--- src/rtl/time_digit_seq.sv ---
// Time-field to display-digit encoder: converts NF binary fields one bit per cycle
// with a shift-and-add-3 engine, then applies AP/PM, blanking and overflow rules.
module time_digit_seq #(
  parameter int unsigned NF = 3,
  parameter int unsigned FW = 7,
  parameter int unsigned ND = 2
) (
  input  logic               clk,
  input  logic               rst,
  input  logic               in_valid,
  output logic               in_ready,
  input  logic [NF*FW-1:0]   fields,
  input  logic               ap_mode,
  input  logic               lz_mode,
  output logic [NF*ND*4-1:0] digits,
  output logic [NF-1:0]      ovf,
  output logic               out_valid,
  input  logic               out_ready
);

  function automatic int unsigned pow10(input int unsigned n);
    int unsigned r;
    r = 1;
    for (int unsigned i = 0; i < n; i++) r = r * 10;
    return r;
  endfunction

  localparam int unsigned BW    = ND * 4;
  localparam int unsigned DW    = BW + FW;
  localparam int unsigned CW    = (FW > 1) ? $clog2(FW) : 1;
  localparam int unsigned XW    = $clog2(NF);
  localparam int unsigned LIMIT = pow10(ND);

  localparam logic [1:0] S_IDLE = 2'd0;
  localparam logic [1:0] S_CONV = 2'd1;
  localparam logic [1:0] S_FIX  = 2'd2;
  localparam logic [1:0] S_DONE = 2'd3;

  logic [1:0]       r_state;
  logic [1:0]       w_state_nxt;
  logic             r_in_ready;
  logic [NF*FW-1:0] r_fld;
  logic [NF-1:0]    r_ovf;
  logic             r_pm;
  logic             r_inv;
  logic             r_ap;
  logic             r_lz;
  logic [DW-1:0]    r_dab;
  logic [CW-1:0]    r_bit;
  logic [XW-1:0]    r_fidx;
  logic [NF*BW-1:0] r_work;

  logic [NF*FW-1:0]   w_cap_fld;
  logic [NF-1:0]      w_cap_ovf;
  logic               w_cap_pm;
  logic               w_cap_inv;
  logic [FW-1:0]      w_val;
  logic [DW-1:0]      w_dab_adj;
  logic [DW-1:0]      w_dab_nxt;
  logic [DW-1:0]      w_dab_load;
  logic [XW-1:0]      w_fidx_nxt;
  logic               w_last_bit;
  logic               w_last_fld;
  logic [NF*BW-1:0]   w_src_work;
  logic [NF-1:0]      w_src_ovf;
  logic [NF*ND*4-1:0] w_digits;
  logic [NF-1:0]      w_ovf;
  logic               w_blank;
  logic [3:0]         w_nib;

  assign in_ready = r_in_ready;

  // Capture-time hour adjustment (12-hour mode) and per-field range check
  always_comb begin
    w_cap_fld = '0;
    w_cap_ovf = '0;
    w_val     = '0;
    w_cap_inv = &fields[(NF-1)*FW +: FW];
    w_cap_pm  = 32'(fields[(NF-1)*FW +: FW]) >= 32'd12;
    for (int i = 0; i < int'(NF); i++) begin
      w_val = fields[(int'(NF)-1-i)*int'(FW) +: FW];
      if (i == 0 && ap_mode) begin
        if (w_val == '0) w_val = FW'(12);
        else if (32'(w_val) >= 32'd13) w_val = w_val - FW'(12);
      end
      w_cap_fld[i*int'(FW) +: FW] = w_val;
      w_cap_ovf[i] = 32'(w_val) >= LIMIT;
    end
  end

  // One dabble step: correct BCD nibbles >= 5, then shift left
  always_comb begin
    w_dab_adj = r_dab;
    for (int k = 0; k < int'(ND); k++) begin
      if (r_dab[int'(FW)+4*k +: 4] >= 4'd5)
        w_dab_adj[int'(FW)+4*k +: 4] = r_dab[int'(FW)+4*k +: 4] + 4'd3;
    end
  end

  assign w_dab_nxt  = {w_dab_adj[DW-2:0], 1'b0};
  assign w_last_bit = (r_bit == CW'(FW-1));
  assign w_last_fld = (r_fidx == XW'(NF-1));
  assign w_fidx_nxt = r_fidx + XW'(1);
  assign w_dab_load = {BW'(0), r_fld[w_fidx_nxt*FW +: FW]};

  // In 12-hour mode every displayed field moves one slot right of its index
  assign w_src_work = r_ap ? (r_work << BW) : r_work;
  assign w_src_ovf  = r_ap ? (r_ovf << 1) : r_ovf;

  always_comb begin
    w_digits = '1;
    w_ovf    = '0;
    w_blank  = 1'b0;
    w_nib    = '0;
    if (!r_inv) begin
      w_ovf = r_ovf;
      for (int s = 0; s < int'(NF); s++) begin
        w_blank = r_lz && !r_ap && (s < int'(NF) - 1);
        for (int d = 0; d < int'(ND); d++) begin
          if (r_ap && s == 0) begin
            w_nib = (d == 0) ? (r_pm ? 4'd12 : 4'd13) : 4'd14;
          end else if (w_src_ovf[s]) begin
            w_nib = 4'd15;
          end else begin
            w_nib = w_src_work[s*int'(BW) + (int'(ND)-1-d)*4 +: 4];
            if (w_blank && d < int'(ND) - 1 && w_nib == 4'd0) w_nib = 4'd14;
            else w_blank = 1'b0;
          end
          w_digits[(int'(NF)-1-s)*int'(BW) + (int'(ND)-1-d)*4 +: 4] = w_nib;
        end
      end
    end
  end

  always_comb begin
    w_state_nxt = r_state;
    case (r_state)
      S_IDLE:  if (in_valid) w_state_nxt = S_CONV;
      S_CONV:  if (w_last_bit && w_last_fld) w_state_nxt = S_FIX;
      S_FIX:   w_state_nxt = S_DONE;
      S_DONE:  if (out_ready) w_state_nxt = S_IDLE;
      default: w_state_nxt = S_IDLE;
    endcase
  end

  always_ff @(posedge clk or posedge rst) begin
    if (rst) begin
      r_state    <= S_IDLE;
      r_in_ready <= 1'b1;
    end else begin
      r_state    <= w_state_nxt;
      r_in_ready <= (w_state_nxt == S_IDLE);
    end
  end

  always_ff @(posedge clk or posedge rst) begin
    if (rst) begin
      r_fld     <= '0;
      r_ovf     <= '0;
      r_pm      <= 1'b0;
      r_inv     <= 1'b0;
      r_ap      <= 1'b0;
      r_lz      <= 1'b0;
      r_dab     <= '0;
      r_bit     <= '0;
      r_fidx    <= '0;
      r_work    <= '0;
      digits    <= '1;
      ovf       <= '0;
      out_valid <= 1'b0;
    end else begin
      case (r_state)
        S_IDLE: begin
          if (in_valid) begin
            r_fld  <= w_cap_fld;
            r_ovf  <= w_cap_ovf;
            r_pm   <= w_cap_pm;
            r_inv  <= w_cap_inv;
            r_ap   <= ap_mode;
            r_lz   <= lz_mode;
            r_dab  <= {BW'(0), w_cap_fld[FW-1:0]};
            r_bit  <= '0;
            r_fidx <= '0;
          end
        end
        S_CONV: begin
          r_dab <= w_dab_nxt;
          r_bit <= r_bit + CW'(1);
          if (w_last_bit) begin
            r_work[r_fidx*BW +: BW] <= w_dab_nxt[DW-1 -: BW];
            r_bit <= '0;
            if (!w_last_fld) begin
              r_fidx <= w_fidx_nxt;
              r_dab  <= w_dab_load;
            end
          end
        end
        S_FIX: begin
          digits    <= w_digits;
          ovf       <= w_ovf;
          out_valid <= 1'b1;
        end
        S_DONE: begin
          if (out_ready) out_valid <= 1'b0;
        end
        default: ;
      endcase
    end
  end

endmodule

--- config.mk ---
export PLATFORM = sky130hd
export DESIGN_NAME = time_digit_seq
export DESIGN_NICKNAME = d
export VERILOG_FILES = /design/src/rtl/time_digit_seq.sv
export SDC_FILE = /design/constraint.sdc
export NUM_CORES = 1
export LEC_CHECK = 0
export ABC_AREA = 1
export CAP_MARGIN = 30
export CORE_UTILIZATION = 45
export DETAILED_ROUTE_END_ITERATION = 10
export MAX_ROUTING_LAYER = met4
export PLACE_DENSITY = 0.79
export SYNTH_ARGS = -nofsm -noshare
export SYNTH_HDL_FRONTEND = slang
export SYNTH_SLANG_ARGS = --single-unit
--- constraint.sdc ---
create_clock -name clk -period 3.6 [get_ports clk]
set_input_delay 0.72 -clock clk [delete_from_list [all_inputs] [get_ports clk]]
set_output_delay 0.72 -clock clk [all_outputs]
set_load 0.01 [all_outputs]
### Yosys cells after proc, flatten, opt, wreduce, memory -nomap -nowiden

Cells that the tools add are included.

| operators by class | value |
|---|---|
| $add $sub $neg | 6 |
| multiply operators | 1 |
| $lt $le $gt $ge | 7 |
| equality and inequality tests | 9 |
| shift operators | 3 |
| mux-type cells | 38 |
| reductions and logical operators | 18 |

Operators with widths:

| operator | count |
|---|---|
| two-way mux 24 bit | 2 |
| two-way mux 15 bit | 3 |
| two-way mux 4 bit | 11 |
| negation 5 -> 34 bit | 1 |
| variable shift 8 x 34 -> 24 bit (first input constant) | 1 |
| indexed part select 8 x 34 -> 24 bit | 1 |
| one-hot mux 15 bit (2 select lines) | 1 |
| bitwise mux 24 bit | 1 |
| >= comparator 7 bit (second input constant) | 3 |
| two-way mux 7 bit | 3 |
| indexed part select 21 x 6 -> 7 bit | 1 |
| two-way mux 3 bit | 5 |
| >= comparator 7 x 4 -> 1 bit (second input constant) | 2 |
| two-way mux 2 bit | 6 |
| >= comparator 4 x 3 -> 1 bit (second input constant) | 2 |
| zero test 4 bit | 2 |
| != test 2 bit (second input constant) | 4 |
| one-hot mux 2 bit (4 select lines) | 1 |
| AND reduction 2 bit | 4 |
| zero test 7 bit | 1 |
| AND reduction 7 bit | 1 |
| subtractor 7 x 4 -> 7 bit (second input constant) | 1 |
| == test 2 bit (second input constant) | 3 |
| one-hot mux 3 bit (2 select lines) | 1 |
| 15 further kinds | 21 |

| storage, ports and cells | value |
|---|---|
| bits in registers | 103 |
| bits of input ports | 27 |
| output and inout bits | 29 |
| logic and storage cells | 97 |

### Longest topological paths before layout

Gate-level depths: netlist (run 1).

| depth | value |
|---|---|
| depth in word-level cells | 7 |
| gate-level depth with buffers | 11 |
| mapped depth without buffers | 11 |

### Worst setup path after synthesis (run 1)

OpenSTA, ideal clock, no wires.

| timing | value |
|---|---|
| path kind | register to register |
| start | register r_fidx[0] |
| end | register r_dab[6] |
| library setup time | 117 ps |
| arrival | 1740 ps |
| data required time | 3483 ps |
| setup slack | 1743 ps |
| stages on the path, launching flop included | 10 |
| path buffers | 0 |
| period minus slack after synthesis | 1857 ps |
| path through | dfrtp_1 > clkinv_1 > ha_1 > inv_1 > o211ai_1 > o21ai_0 > o21ai_0 > o21ai_0 > nand2_1 > nand2_1 |

| between the ends | value |
|---|---|
| cells in the longest elaborated chain, start to end | 6 |
| elaborated cells on any way between the ends | 7 |
| classes of those cells | 1 x add/sub; 1 x mul; 1 x eq/ne; 1 x shift; 3 x mux |

RTL lines:

| what | RTL line | RTL |
|---|---|---|
| start, declared | 50 | `logic [XW-1:0] r_fidx;` |
| start signal, assigned | 193 | `r_fidx <= w_fidx_nxt;` |
| adder 2 x 1 -> 2 bit | 103 | `assign w_fidx_nxt = r_fidx + XW'(1);` |
| multiplier 2 x 3 -> 5 bit | 104 | `assign w_dab_load = {BW'(0), r_fld[w_fidx_nxt*FW +: FW]};` |
| indexed part select 21 x 6 -> 7 bit | 104 |  |
| two-way mux 15 bit * | 192 | `if (!w_last_fld) begin` |
| two-way mux 15 bit * | 189 | `if (w_last_bit) begin` |
| one-hot mux 15 bit (2 select lines) * | 172 | `case (r_state)` |
| end signal, assigned | 181 | `r_dab <= {BW'(0), w_cap_fld[FW-1:0]};` |
| end signal, assigned | 187 | `r_dab <= w_dab_nxt;` |
| end signal, assigned | 194 | `r_dab <= w_dab_load;` |
| end, declared | 48 | `logic [DW-1:0] r_dab;` |

Mark *: on every way between the ends. The rest lies on a longest branch, timed or not.
A chain may end at the register's enable or synchronous reset.

### Final worst setup path (run 1)

Ends and elaborated chain as after synthesis.

==> metrics.md, run 1 <==
| Metric | Value |
|---|---|
| Die Height | `107 µm` |
| Slowest library cell on the worst path | `dfrtp_1` |
| Post-route ant nets | `0` |
| DRC | `0` |
| Worst hold path class | `reg -> reg` |
| Final hold viol count | `0` |
| Reg2Reg Depth | `9` |
| Final Instance Count excl. Fillers | `782` |
| Worst Path Max Fanout | `13` |
| Ys Warns | `0` |
| CTS tree | `built` |
| IO Pins | `56` |
| Num rows | `38` |
| Post-synth EDFFs | `0` |
| Yosys cell types | `34` |
| Register area share after synthesis | `0.522` |
| Largest net degree at the start of global routing | `55` |
| Root Buffer | `clkbuf_8` |
| Post-Route WL | `12.1 mm` |
| Slew Limit Fails | `0` |
| Synth async-reset ratio | `1.00` |
| Aggregate global routing overflow | `0` |
| Cell family with most CP delay | `flip-flops` |
| Cell mode on critical path | `o21ai_0` |
| Num CTS Buffers | `9` |
| F_max | `0.444 GHz` |
| Post-synth top area share | `0.390` |
| Initial antenna violation count | `0` |
| Worst skew pair latency | `380 ps` |
| Post-Synthesis Cells | `582` |
| Iteration-0 DRC Markers | `296` |
| Endpoints failing setup | `0` |
| Mapped cell area | `0.00500 mm²` |
| Post-detail-place hpwl | `8.95 mm` |
| Relative slew slack | `0.468` |
| CP Launch Type | `register` |
| Setup Fix Bufs, Post-CTS | `0` |
| TNS Setup | `0 ps` |
| Area grow syn2layout | `18.0%` |
| Area leader, netlist | `dfrtp_1` |
| Crit path largest cell delay | `620 ps` |
| Buffers on Ports | `55` |
| Slew @ Worst Pin | `795 ps` |
| Leak | `2.73 nW` |
| Syn Area/Cell | `8.60 µm²` |
| Post-CTS Hold Buffers | `0` |
| Die area | `0.0115 mm²` |
| Nets | `675` |
| Vias in the first global route | `4174` |
| Power Density | `829 mW/mm²` |
| Unrepaired setup endpoints after global routing | `false` |
| Gpl congestion | `0.954` |
| CTS Buffer Depth | `2` |
| Most area-consuming cells after synthesis | `dfrtp_1 39%, dfstp_2 13%, nand2_1 8.6%` |
| Tmin final | `2250 ps` |
| Worst-path clk slew | `110 ps` |
| Drt pass-1 iters | `6` |
| Total power | `4.89 mW` |
| Cts repair resizes | `0` |
| Hold depth | `2` |
| Synth Register Bits | `103` |
| Data arrival, critical path | `2520 ps` |
| Status | `completed` |
| Htree depth | `3` |
| CP endpoint kind | `register` |
| Vias per inst | `5.50` |
| Initial Util | `0.461` |
| CTS sink count | `103` |
| Clock Skews | `12.8 ps` |
| Share of layout cells above drive strength 1 | `0.103` |
| Fin util | `0.544` |
| Top_reg_cell synth | `dfrtp_1` |
| Max IR drop VDD | `0.436 mV` |
| Worst path cell trace | `clkinv_1 -> ha_1 -> inv_1 -> o211ai_1 -> o21ai_0 -> o21ai_0 -> o21ai_0 -> nand2_1 -> nand2_1` |
| DIE WIDTH | `107 µm` |
| First-pass GRT wire length | `20.0 mm` |
| Syn nets | `620` |
| Tot GR Track Use | `0.230` |
| Via count | `4302` |
| Critical path buffers and inverters | `2` |
| Count leader, synth | `nand2_1` |
| Total core area | `0.0108 mm²` |
| Routed len/inst | `15.5 µm` |
| Period utilization | `0.626` |
| Critical path required time | `3870 ps` |
| # Max-Cap Violations | `0` |
| Inst Count DP | `766` |
| Crit. path cell count | `9` |
| Antenna diode count | `0` |
| Synth cell count leaders | `114 x nand2_1, 86 x inv_1, 78 x dfrtp_1, 67 x o21ai_0, 42 x nor2_1` |
| WS Path Type | `reg -> reg` |
-- layer usage --
layer / track usage / vias up / share of wire
met4: 0.0734 / 0 / 0.021
met5: - / - / 0
met3: 0.0466 / 28 / 0.062
met2: 0.375 / 180 / 0.50
met1: 0.290 / 2060 / 0.42
li1: - / 2034 / -
-- final timing paths --
path	from	to	slack [ps]
worst max-delay path	r_fidx[0]	r_dab[6]	1350
worst min-delay path	r_fld[5]	r_fld[5]	490
worst max register to register	r_fidx[0]	r_dab[6]	1350
worst min register to register	r_fld[5]	r_fld[5]	490
max in group asynchronous	rst	digits[19]	2070
min in group asynchronous	rst	r_dab[2]	780
-- cells in the final DEF, fill, tap and decap left out, types with 21 or more instances in the layout --
master / count
a21oi_1: 29
clkdlybuf4s50_1: 55
nand2_1: 114
dfstp_2: 25
dfrtp_1: 78
nand3_1: 21
inv_1: 85
o21ai_0: 67
nor2_1: 42
o22ai_1: 30
-- report_power, final --
part | internal [mW] | switching, mW | total, mW
combinational | 0.875 | 1.29 | 2.17
sequential | 1.71 | 0.287 | 2.00
clock | 0.302 | 0.422 | 0.724
-- through the flow --
| step | instance area [µm²] | hold slack [ps] | setup slack (ps) |
|---|---|---|---|
| after floorplan | 5000 | 444 | 218 |
| after global routing | 5900 | 513 | 1190 |
| after global placement | 5700 | 460 | 1100 |
| after detailed placement | 5700 | 469 | 1020 |
| final | 5900 | 493 | 1350 |
| after CTS | 5900 | 495 | 1400 |
-- cells by family after synthesis --
group / after synthesis / share of synthesized area
XOR/XNOR: 5 / 0.00876
buffers and inverters: 107 / 0.0835
adder cells (fa/ha/maj): 11 / 0.0275
AND/OR/NAND/NOR: 203 / 0.184
flip-flops: 103 / 0.522
AO/OA/AOI/OAI: 153 / 0.175
-- state kept, by name, indices dropped and copies added, names as in the netlist, 2 cells and up --
register	flops
digits	24
ovf	3
r_bit	3
r_dab	15
r_fidx	2
r_fld	21
r_ovf	3
r_state	2
r_work	24
-- final cells by class --
| cell class | count | area (µm²) |
|---|---|---|
| Sequential cell | 103 | 2610 |
| Fill cell | 964 | 4940 |
| Multi-Input combinational cell | 372 | 1980 |
| Inverter | 91 | 344 |
| Clock buffer | 11 | 151 |
| Clock inverter | 5 | 46.3 |
| Timing Repair Buffer | 60 | 601 |
| Tap cell | 140 | 175 |
-- tightest hold or removal path, delay by kind of cell, from the launching register on --
family | cells | cell delay (ps)
AO/OA/AOI/OAI | 1 | 60
flip-flops | 1 | 360
AND/OR/NAND/NOR | 1 | 50
Power figures use the tool's default switching activity.
==> run 2: changes to the inputs <==
==> constraint.sdc (replaced) <==
create_clock -name clk -period 1.9 [get_ports clk]
set_input_delay 0.38 -clock clk [delete_from_list [all_inputs] [get_ports clk]]
set_output_delay 0.38 -clock clk [all_outputs]
set_load 0.01 [all_outputs]
==> metrics.md, run 2 (synthesis gave the netlist of run 1 again) <==
| Metric | Value |
|---|---|
| Root Buffer | `clkbuf_8` |
| Dpl ws | `-166 ps (-1180 ps)` |
| Die Height | `107 µm (unchanged)` |
| Max IR drop VDD | `0.654 mV (+50%)` |
| Clock Skews | `8.65 ps (-4.18 ps)` |
| Final hold viol count | `0 (unchanged)` |
| DIE WIDTH | `107 µm (unchanged)` |
| Most frequent cells in the layout | `113 x nand2_1, 84 x inv_1, 78 x dfrtp_1` |
| Setup Fix Bufs, Post-CTS | `0 (unchanged)` |
| Slew Limit Fails | `0 (unchanged)` |
| Slowest library cell on the worst path | `dfstp_2` |
| Die area | `0.0115 mm² (unchanged)` |
| CP startpoint | `digits[20]` |
| Cell family with most CP delay | `flip-flops` |
| Inst Count DP | `793 (+3.5%)` |
| Worst path cell trace | `clkdlybuf4s50_1` |
| Data arrival, critical path | `1460 ps (-1060 ps)` |
| Design area | `0.00611 mm² (+3.6%)` |
| Post-route ant nets | `0 (unchanged)` |
| Routed len/inst | `15.0 µm (-3.3%)` |
| Worst hold path class | `in -> async` |
| Slew @ Worst Pin | `823 ps (+27.9 ps)` |
| Initial antenna violation count | `0 (unchanged)` |
| Post-CTS Hold Buffers | `0 (unchanged)` |
| CP Launch Type | `register` |
| Antenna diode count | `0 (unchanged)` |
| Vias per inst | `5.33 (-3.2%)` |
| Total power | `9.39 mW (+92%)` |
| Cts repair resizes | `0 (unchanged)` |
| Setup ws final | `65.0 ps (-1280 ps)` |
| First-pass GRT wire length | `20.2 mm (+0.97%)` |
| Hold Slack | `452 ps (-40.7 ps)` |
| Fin util | `0.564 (+0.0196)` |
| CTS sink count | `103 (unchanged)` |
| Status | `completed` |
| Post-Route WL | `12.1 mm (about the same)` |
| Final Instance Count excl. Fillers | `809 (+3.5%)` |
| Drt pass-1 iters | `5 (-1)` |
| Unrepaired setup endpoints after global routing | `false` |
| Area grow syn2layout | `22.2%` |
| Critical path required time | `1520 ps (-2350 ps)` |
| Tmin final | `1840 ps` |
| Worst skew pair latency | `360 ps (-20 ps)` |
| Worst R2R Start | `r_fidx[0]` |
| Gpl congestion | `0.906 (-5.0%)` |
| Aggregate global routing overflow | `0 (unchanged)` |
| Initial Util | `0.461 (unchanged)` |
| CP endpoint kind | `output pin` |
| TNS Setup | `0 ps (unchanged)` |
| Total core area | `0.0108 mm² (unchanged)` |
| Tot GR Track Use | `0.233 (+0.00257)` |
| CTS tree | `built` |
| Critical path buffers and inverters | `1 (-1)` |
| CTS Buffer Depth | `2 (unchanged)` |
| # Max-Cap Violations | `0 (unchanged)` |
| R2R Setup Slk | `150 ps (-1200 ps)` |
| Vias in the first global route | `4259 (+2.0%)` |
| WS Path Type | `reg -> out` |
| Htree depth | `3 (unchanged)` |
| Num CTS Buffers | `9 (unchanged)` |
| Relative slew slack | `0.449 (-0.0187)` |
| Period utilization | `0.966` |
| Worst Path Max Fanout | `2 (-11)` |
| Buffers on Ports | `55 (unchanged)` |
| Reg2Reg Depth | `10 (+1)` |
| Num rows | `38 (unchanged)` |
| Power Density | `1540 mW/mm² (+85%)` |
| Leak | `2.85 nW (+4.4%)` |
| Biggest regs | `digits: 24 flops, r_work: 24 flops, r_fld: 21 flops` |
| Worst-path clk slew | `100 ps (about the same)` |
| Largest net degree at the start of global routing | `74 (+35%)` |
| Crit path largest cell delay | `560 ps (-60 ps)` |
| Leading cell type in the layout, fill and taps excluded | `nand2_1` |
| Iteration-0 DRC Markers | `211 (-29%)` |
| Endpoints failing setup | `0 (unchanged)` |
| F_max | `0.545 GHz` |
| DRC | `0 (unchanged)` |
| Capturing point of the worst reg2reg path | `r_dab[3]` |
| Via count | `4310 (+0.19%)` |
| Share of layout cells above drive strength 1 | `0.141 (+0.0377)` |
| IO Pins | `56 (unchanged)` |
| Placement Cell Area | `0.00593 mm² (+4.0%)` |
| Post-detail-place hpwl | `9.43 mm (+5.4%)` |
| Nets | `702 (+4.0%)` |
[run 2: report_power, final]
group	internal (mW)	switching, mW	leakage, nW
Clock	0.499	0.778	0.0931
Sequential	3.24	0.526	1.27
Combinational	1.84	2.50	1.49
Total	5.59	3.80	2.85
[run 2: layout make-up]
type / count / area (µm²)
fill: 983 / 4730
sequential: 103 / 2610
multi-input combinational: 372 / 1980
timing repair buffer: 87 / 828
inverter: 91 / 345
tap: 140 / 175
clock buffer: 10 / 128
clock inverter: 6 / 51.3
[run 2: how the worst max path moves through the flow]
stage	to	slack (ps)	depth (start not counted)
floorplan	r_dab[6]	40	9
global placement	r_dab[2]	-100	11
detailed placement	r_dab[2]	-170	11
CTS	digits[14]	60	1
global route	r_dab[3]	10	10
finish	digits[20]	60	1
[run 2: tightest hold or removal path, cell delays in order]
cell,delay [ps]
clkdlybuf4s50_1,440
clkinvlp_4,100
buf_12,310
[run 2: per-layer routing]
layer	vias to the layer above	GRT usage	routed length (µm)
met5	-	-	0
met2	108	0.406	6220
li1	2086	-	-
met4	0	0.0900	367
met3	27	0.0436	495
met1	2089	0.266	5060
==> run 3: changes to the inputs <==
--- a/config.mk
+++ b/config.mk
@@ -6,7 +6,6 @@
 export NUM_CORES = 1
 export LEC_CHECK = 0
 export ABC_AREA = 1
-export CAP_MARGIN = 30
 export CORE_UTILIZATION = 45
 export DETAILED_ROUTE_END_ITERATION = 10
 export MAX_ROUTING_LAYER = met4
==> results of run 3 <==
The final DEF is identical to that of run 2; final timing and power are the same.
